File: src/rtl/display_scan_ctrl.sv
// display_scan_ctrl: 4-digit time-multiplexed scan controller.
//
// Parameters:
//   PRESCALE    clock cycles per digit slot (2..256)
//   BLANK       dark cycles at the start of each slot (0..PRESCALE-1)
//
// Ports:
//   clk         single clock; all state changes on its rising edge
//   rst         synchronous reset, active high
//   en          run enable; low holds the scan at digit 0, dark
//   load        one-cycle strobe that captures data
//   data        display word; digit k is data[4k+3:4k]
//   sel         digit index for the 2-to-4 digit decoder
//   nibble      value of the selected digit
//   blank       high when the selected digit must be dark
//   frame_done  one-cycle pulse in the first cycle of each frame
module display_scan_ctrl #(
    parameter int PRESCALE = 4,
    parameter int BLANK    = 1
) (
    input  logic        clk,
    input  logic        rst,
    input  logic        en,
    input  logic        load,
    input  logic [15:0] data,
    output logic [1:0]  sel,
    output logic [3:0]  nibble,
    output logic        blank,
    output logic        frame_done
);

    localparam int CW  = $clog2(PRESCALE);
    localparam int CW1 = CW + 1;
    localparam logic [CW-1:0] CNT_MAX = CW'(PRESCALE - 1);
    localparam logic [CW:0]   BLANK_W = CW1'(BLANK);

    logic [CW-1:0] cnt_q, cnt_d;
    logic [1:0]    sel_q, sel_d;
    logic [15:0]   shadow_q, shadow_d;
    logic [15:0]   pending_q, pending_d;
    logic          pend_v_q, pend_v_d;
    logic          frame_done_q, frame_done_d;
    logic          last_slot;
    logic          boundary;

    assign last_slot = (cnt_q == CNT_MAX);
    assign boundary  = last_slot && (sel_q == 2'd3);

    always_comb begin
        cnt_d        = cnt_q;
        sel_d        = sel_q;
        shadow_d     = shadow_q;
        pending_d    = pending_q;
        pend_v_d     = pend_v_q;
        frame_done_d = 1'b0;

        if (rst) begin
            cnt_d     = '0;
            sel_d     = '0;
            shadow_d  = '0;
            pending_d = '0;
            pend_v_d  = 1'b0;
        end else if (!en) begin
            // Idle: no frame to tear, so words go straight to shadow.
            cnt_d = '0;
            sel_d = '0;
            if (load) begin
                shadow_d = data;
                pend_v_d = 1'b0;
            end else if (pend_v_q) begin
                shadow_d = pending_q;
                pend_v_d = 1'b0;
            end
        end else begin
            if (last_slot) begin
                cnt_d = '0;
                sel_d = sel_q + 2'd1;
            end else begin
                cnt_d = cnt_q + 1'b1;
            end

            if (boundary) begin
                // A load on the boundary bypasses the pending buffer.
                frame_done_d = 1'b1;
                if (load) begin
                    shadow_d = data;
                    pend_v_d = 1'b0;
                end else if (pend_v_q) begin
                    shadow_d = pending_q;
                    pend_v_d = 1'b0;
                end
            end else if (load) begin
                pending_d = data;
                pend_v_d  = 1'b1;
            end
        end
    end

    always_ff @(posedge clk) begin
        cnt_q        <= cnt_d;
        sel_q        <= sel_d;
        shadow_q     <= shadow_d;
        pending_q    <= pending_d;
        pend_v_q     <= pend_v_d;
        frame_done_q <= frame_done_d;
    end

    // Outputs are forced to their reset values while rst is held so
    // the decoder sees a dark digit 0 even before the first edge.
    assign sel        = rst ? 2'd0 : sel_q;
    assign nibble     = rst ? 4'd0 : shadow_q[{sel_q, 2'b00} +: 4];
    assign blank      = ~en | rst | ({1'b0, cnt_q} < BLANK_W);
    assign frame_done = frame_done_q & ~rst;

endmodule
File: config.mk
export PLATFORM = sky130hd
export DESIGN_NAME = display_scan_ctrl
export DESIGN_NICKNAME = d
export VERILOG_FILES = /design/src/rtl/display_scan_ctrl.sv
export SDC_FILE = /design/constraint.sdc
export NUM_CORES = 1
export LEC_CHECK = 0
export BUFFER_PORTS_ARGS = -buffer_cell sky130_fd_sc_hd__buf_2
export CAP_MARGIN = 5
export CORE_MARGIN = 2
export CORE_UTILIZATION = 55
export DETAILED_ROUTE_END_ITERATION = 6
export GPL_ROUTABILITY_DRIVEN = 0
export PLACE_DENSITY = 0.83
export SYNTH_ARGS = -nofsm -noshare
export SYNTH_HDL_FRONTEND = slang
export SYNTH_SLANG_ARGS = --single-unit
File: constraint.sdc
create_clock -name clk -period 1.9 [get_ports clk]
set_input_delay 0.19 -clock clk [delete_from_list [all_inputs] [get_ports clk]]
set_output_delay 0.19 -clock clk [all_outputs]
set_load 0.02 [all_outputs]
==> impl_metrics.json, run 1 <==
{
  "hold_depth": 3,
  "avgSynthCellArea_um2": 9.73,
  "ys_ff_latch": 38,
  "rsz0062_at_grt": "no",
  "syn-num-nets": 210,
  "overflow": 0,
  "ys_seq_area_share_pct": 41.8,
  "status": "finished, final reports clean",
  "crit_type": "register to output pin",
  "num_rows": 20,
  "min_period_ns": 1.80,
  "io-pin-count": 28,
  "synth-main-ff-cell": "dfxtp_1",
  "wl_per_cell_um": 15.5,
  "ir_worst_vdd_uv": 437,
  "layout_common_cells": "dfxtp_1 (37), a21oi_1 (32), buf_2 (27)",
  "clock_skew_ns": 0.00478,
  "cts.sinks": 38,
  "synthTopCellsByArea": "dfxtp_1 (42%), mux2i_1 (9.4%), a21oi_1 (8.8%), a211oi_2 (6.9%), nand4_1 (5.5%)",
  "p_leak_uw": 0.000773,
  "numCtsBuffers": 5,
  "vias": 1495,
  "synth_top_family_by_area": "compound AO/OA/AOI/OAI gates",
  "hold_class": "input pin to register",
  "synth-async-reset-ratio_pct": 0,
  "dr.pass1.iters": 4,
  "setup_violations": 0,
  "grt_pass1_vias": 1379,
  "worstPathRequired_ns": 1.71,
  "synthesis.area_um2": 1820,
  "crit_fanout": 7,
  "setup_tns_ns": 0,
  "synth_top_area_share_pct": 41.8,
  "routed_wl_um": 3860,
  "cap_violations": 0,
  "synth_enable_flop_cells": 0,
  "max_freq_ghz": 0.557,
  "r2r_cells": 5,
  "layout-drive-gt1-share_pct": 27.3,
  "synthAdderAreaFrac_pct": 2.06,
  "grt_first_pass_wirelength_um": 6400,
  "pre_cts_ws_ns": 0.271,
  "track_usage_pct": 23.6,
  "final_common_cell": "dfxtp_1",
  "yosys_warnings": 0,
  "ys_types": 24,
  "antenna_found_initial": 0,
  "insertedDiodeCount": 0,
  "dp_hpwl_um": 2650,
  "viasPerCell": 6.00,
  "synth_top_cell_by_area": "dfxtp_1",
  "worst_setup_path_end_kind": "output pin",
  "post_cts_buffers": 0,
  "hold_viol_final": 0,
  "hold_buffers": 0,
  "synth_compound_area_share_pct": 23.1,
  "whs_ns": 0.0911,
  "ant_nets": 0,
  "area_delta_synth_final_pct": 10.0,
  "fin_nets": 227,
  "pwr_density_cell_nw_per_um2": 763,
  "max-slew-margin-rel_pct": 56.5,
  "die_w_um": 61.5,
  "muxShareOfSynthArea_pct": 14.3,
  "grt.met2_usage_pct": 37.4,
  "cts.clk_slew.worst_paths_ns": 0.11,
  "clk_latency_ns": 0.35,
  "cts_buffer_depth": 2,
  "worst_pin_slew_ns": 0.651,
  "worst_setup_path_start_kind": "register",
  "synthXorXnorAreaFrac_pct": 0.481,
  "min_period_over_period_pct": 94.5,
  "cts_max_level": 2,
  "drv_slew": 0,
  "globalRoute.busiestLayer": "met2",
  "finalWorstSetupSlack_ns": 0.104,
  "crit_arrival_ns": 1.61,
  "syn_inst": 187,
  "die-area_um2": 3780,
  "port_buffers": 27,
  "die_h_um": 61.5,
  "placeableCoreArea_um2": 3100,
  "use_met1_pct": 29.7,
  "cts-root-buf": "clkbuf_4",
  "grt_max_degree": 40,
  "start_util_pct": 58.6,
  "drc": 0,
  "drt_iter0_drc": 129,
  "yosys.area_share.simple_pct": 11.3,
  "grtUsageMet3_pct": 6.51,
  "cts_tree": "done"
}
## final timing paths
kind	end	from	slack [ns]
min	pending_q[14]	data[14]	0.09
max reg2reg	shadow_q[10]	cnt_q[0]	0.25
min reg2reg	pending_q[5]	pending_q[5]	0.48
max	nibble[2]	sel_q[0]	0.10
## cells in the mapped netlist (2+ instances only)
master,count
nor2_1,4
buf_6,4
inv_1,3
nand2_1,2
a211oi_2,10
clkbuf_1,13
a211oi_1,6
ha_1,3
dfxtp_1,38
mux4_2,4
o21ai_0,16
buf_2,4
nor2b_1,7
nand4_1,16
mux2i_1,17
a21oi_1,32
## cell type report
class / instances / area, um2
clock buffers: 7 / 55.1
multi-input cells: 125 / 933
clock inverters: 1 / 5.00
well taps: 44 / 55.1
fillers: 264 / 1100
flip-flops and latches: 38 / 764
inverters: 3 / 11.3
repair buffers: 31 / 178
## routing by layer
metal  vias up  routed length, um
met2        45               1980
met3        10                191
met4         0                 74
li1        729                  -
met1       711               1620
met5         -                  0
## worst max-delay path, stage by stage, from the launching register on
cell and delay (ns):
dfxtp_4 0.42, mux4_2 0.51, nor2b_1 0.15, buf_2 0.17
## power by group
group / total, uW / internal (uW) / leakage (uW) / switching, uW
clock network: 442 / 179 / 0.0000353 / 263
registers: 862 / 838 / 0.000312 / 23.5
logic: 223 / 94.9 / 0.000425 / 128
total: 1530 / 1110 / 0.000773 / 414
## timing repair
item,4_1_cts,5_1_grt
pin swaps,0,0
endpoints found under the setup margin,4,2
resized for setup,1,1
## state kept, by name, indices dropped and copies added, names as in the netlist
name,cells
shadow_q,16
pending_q,16
sel_q,2
cnt_q,2
frame_done_q,1
pend_v_q,1
## through the flow
| stage | total power [uW] | instances | instance area (um2) | utilization [%] |
|---|---|---|---|---|
| floorplan | 1040 | 187 | 1820 | - |
| CTS | 1540 | 249 | 2000 | 64.4 |
| detailed placement | 1100 | 241 | 1940 | 62.5 |
| global placement | 1090 | 241 | 1940 | 62.5 |
| finish | 1530 | 249 | 2000 | 64.5 |
| global route | 1610 | 249 | 2000 | 64.5 |
## logic make-up (layout without fill, tap and decap cells)
family,after synthesis,after routing
flip-flops,38,38
multiplexers,21,21
buffers and inverters,24,42
AND/OR/NAND/NOR,35,35
adder cells (fa/ha/maj),3,3
XOR/XNOR,1,1
AO/OA/AOI/OAI,65,65
Power figures use the tool's default switching activity.
==> inputs of run 2 (changes only) <==
CORE_UTILIZATION = 43   (was 55)
PLACE_DENSITY = 0.68   (was 0.83)
==> impl_metrics.json, run 2 (synthesis results as in run 1) <==
{
  "routed_wl_um": 3880,
  "die-area_um2": 4770,
  "crit_type": "register to output pin",
  "top_regs": "pending_q (16), shadow_q (16)",
  "area_delta_synth_final_pct": 13.0,
  "numCtsBuffers": 5,
  "pwr_density_cell_nw_per_um2": 805,
  "grt_max_degree": 40,
  "p_int_uw": 1230,
  "setup_violations": 0,
  "r2r-start": "cnt_q[0]",
  "max-slew-margin-rel_pct": 59.6,
  "ir_worst_vdd_uv": 473,
  "dp_hpwl_um": 2610,
  "hold_buffers": 0,
  "placeableCoreArea_um2": 4030,
  "port_buffers": 27,
  "rsz0062_at_grt": "no",
  "cts.clk_slew.worst_paths_ns": 0.07,
  "viasPerCell": 5.61,
  "fin_nets": 231,
  "min_period_over_period_pct": 93.2,
  "cts-root-buf": "clkbuf_8",
  "worst_pin_slew_ns": 0.607,
  "worstHoldEndpoint": "pending_q[0]",
  "drt_iter0_drc": 86,
  "min_period_ns": 1.77,
  "status": "finished, final reports clean",
  "rrSetupSlack_ns": 0.31,
  "cts.sinks": 38,
  "crit_arrival_ns": 1.58,
  "clock_skew_ns": 0.00482,
  "worst_setup_path_start_kind": "register",
  "reg2reg_to": "shadow_q[6]",
  "io-pin-count": 28,
  "crit_fanout": 7,
  "grt_first_pass_wirelength_um": 6620,
  "cap_violations": 0,
  "num_rows": 23,
  "max_freq_ghz": 0.565,
  "layout_common_cells": "dfxtp_1 (37), a21oi_1 (32), buf_2 (27)",
  "r2r_cells": 5,
  "drc": 0,
  "critical_path.cell_chain": "mux4_2, nor2b_1, buf_2",
  "die_h_um": 69.0,
  "hold_class": "input pin to register",
  "p_leak_uw": 0.000799,
  "wl_per_cell_um": 15.0,
  "post_cts_buffers": 0,
  "hold_depth": 3,
  "min-delay-start": "data[0]",
  "fillers": 395,
  "overflow": 0,
  "p_clk_share_pct": 34.6,
  "cts_buffer_depth": 2,
  "seqPwrFrac_pct": 52.1,
  "setup_tns_ns": 0,
  "layout-drive-gt1-share_pct": 28.7,
  "ant_nets": 0,
  "insertedDiodeCount": 0,
  "combPwrFrac_pct": 13.3,
  "die_w_um": 69.0,
  "grt_pass1_vias": 1366,
  "hold_viol_final": 0,
  "drv_slew": 0,
  "antenna_found_initial": 0,
  "vias": 1452,
  "worst_setup_path_end_kind": "output pin",
  "cp_slowest_stage_delay_ns": 0.53,
  "switching_share_pct": 25.9,
  "fin_util_pct": 51.0,
  "p_switching_uw": 429,
  "dr.pass1.iters": 4,
  "final_common_cell": "dfxtp_1",
  "ctsResizeCount": 1,
  "worstPathRequired_ns": 1.71,
  "clk_latency_ns": 0.29,
  "cts_max_level": 2,
  "track_usage_pct": 17.2,
  "cts_tree": "done",
  "start_util_pct": 45.2,
  "slowest_stage": "mux4_2"
}
## run 2: cell count changes in the layout (fill, tap and decap cells not counted)
cell and delta:
dfxtp_2 +1, clkbuf_8 +5, clkbuf_4 -5, buf_12 -1, dfxtp_4 -1, buf_4 +5
## run 2: final cells by class
type | instances | area [um2] | share of cell area (%)
Tap cell | 50 | 62.6 | 3.04
Multi-Input combinational cell | 125 | 933 | 45.4
Sequential cell | 38 | 762 | 37.1
Clock buffer | 7 | 86.3 | 4.20
Clock inverter | 1 | 5.00 | 0.243
Timing Repair Buffer | 35 | 195 | 9.49
Inverter | 3 | 11.3 | 0.548
## run 2: layer usage
metal,track usage [%],routed length [um]
met1,23.6,1890
met2,26.3,1790
met3,4.53,142
met4,5.88,57
met5,0,0
## run 2: through the flow
step	std cells	worst slack, ns	hold WS (ns)	total power, uW	cell area, um2
2_1_floorplan	187	0.428	0.340	1040	1820
3_3_place_gp	251	0.316	0.442	1100	1960
3_5_place_dp	251	0.259	0.447	1100	1960
4_1_cts	259	0.119	0.157	1670	2060
5_1_grt	259	0.0662	0.171	1730	2060
6_report	259	0.129	0.160	1650	2060
## run 2: power by group through the flow
stage	clock [uW]	sequential (uW)	combinational, uW
2_1_floorplan	0	872	172
3_3_place_gp	0	879	218
3_5_place_dp	0	880	222
4_1_cts	584	861	222
5_1_grt	618	866	246
6_report	572	862	220
## run 2: how the worst max path moves through the flow
stage | startpoint | to | cells past startpoint
floorplan | cnt_q[0] | shadow_q[0] | 7
global placement | sel_q[0] | shadow_q[9] | 5
detailed placement | sel_q[0] | shadow_q[6] | 5
CTS | sel_q[0] | nibble[2] | 3
global route | sel_q[0] | nibble[3] | 3
finish | sel_q[0] | nibble[2] | 3
## run 2: worst max-delay path, delay by kind of cell, from the launching register on
kind | cells | cell delay, ns
buf+inv | 1 | 0.17
flops | 1 | 0.44
mux | 1 | 0.53
simple gates | 1 | 0.14
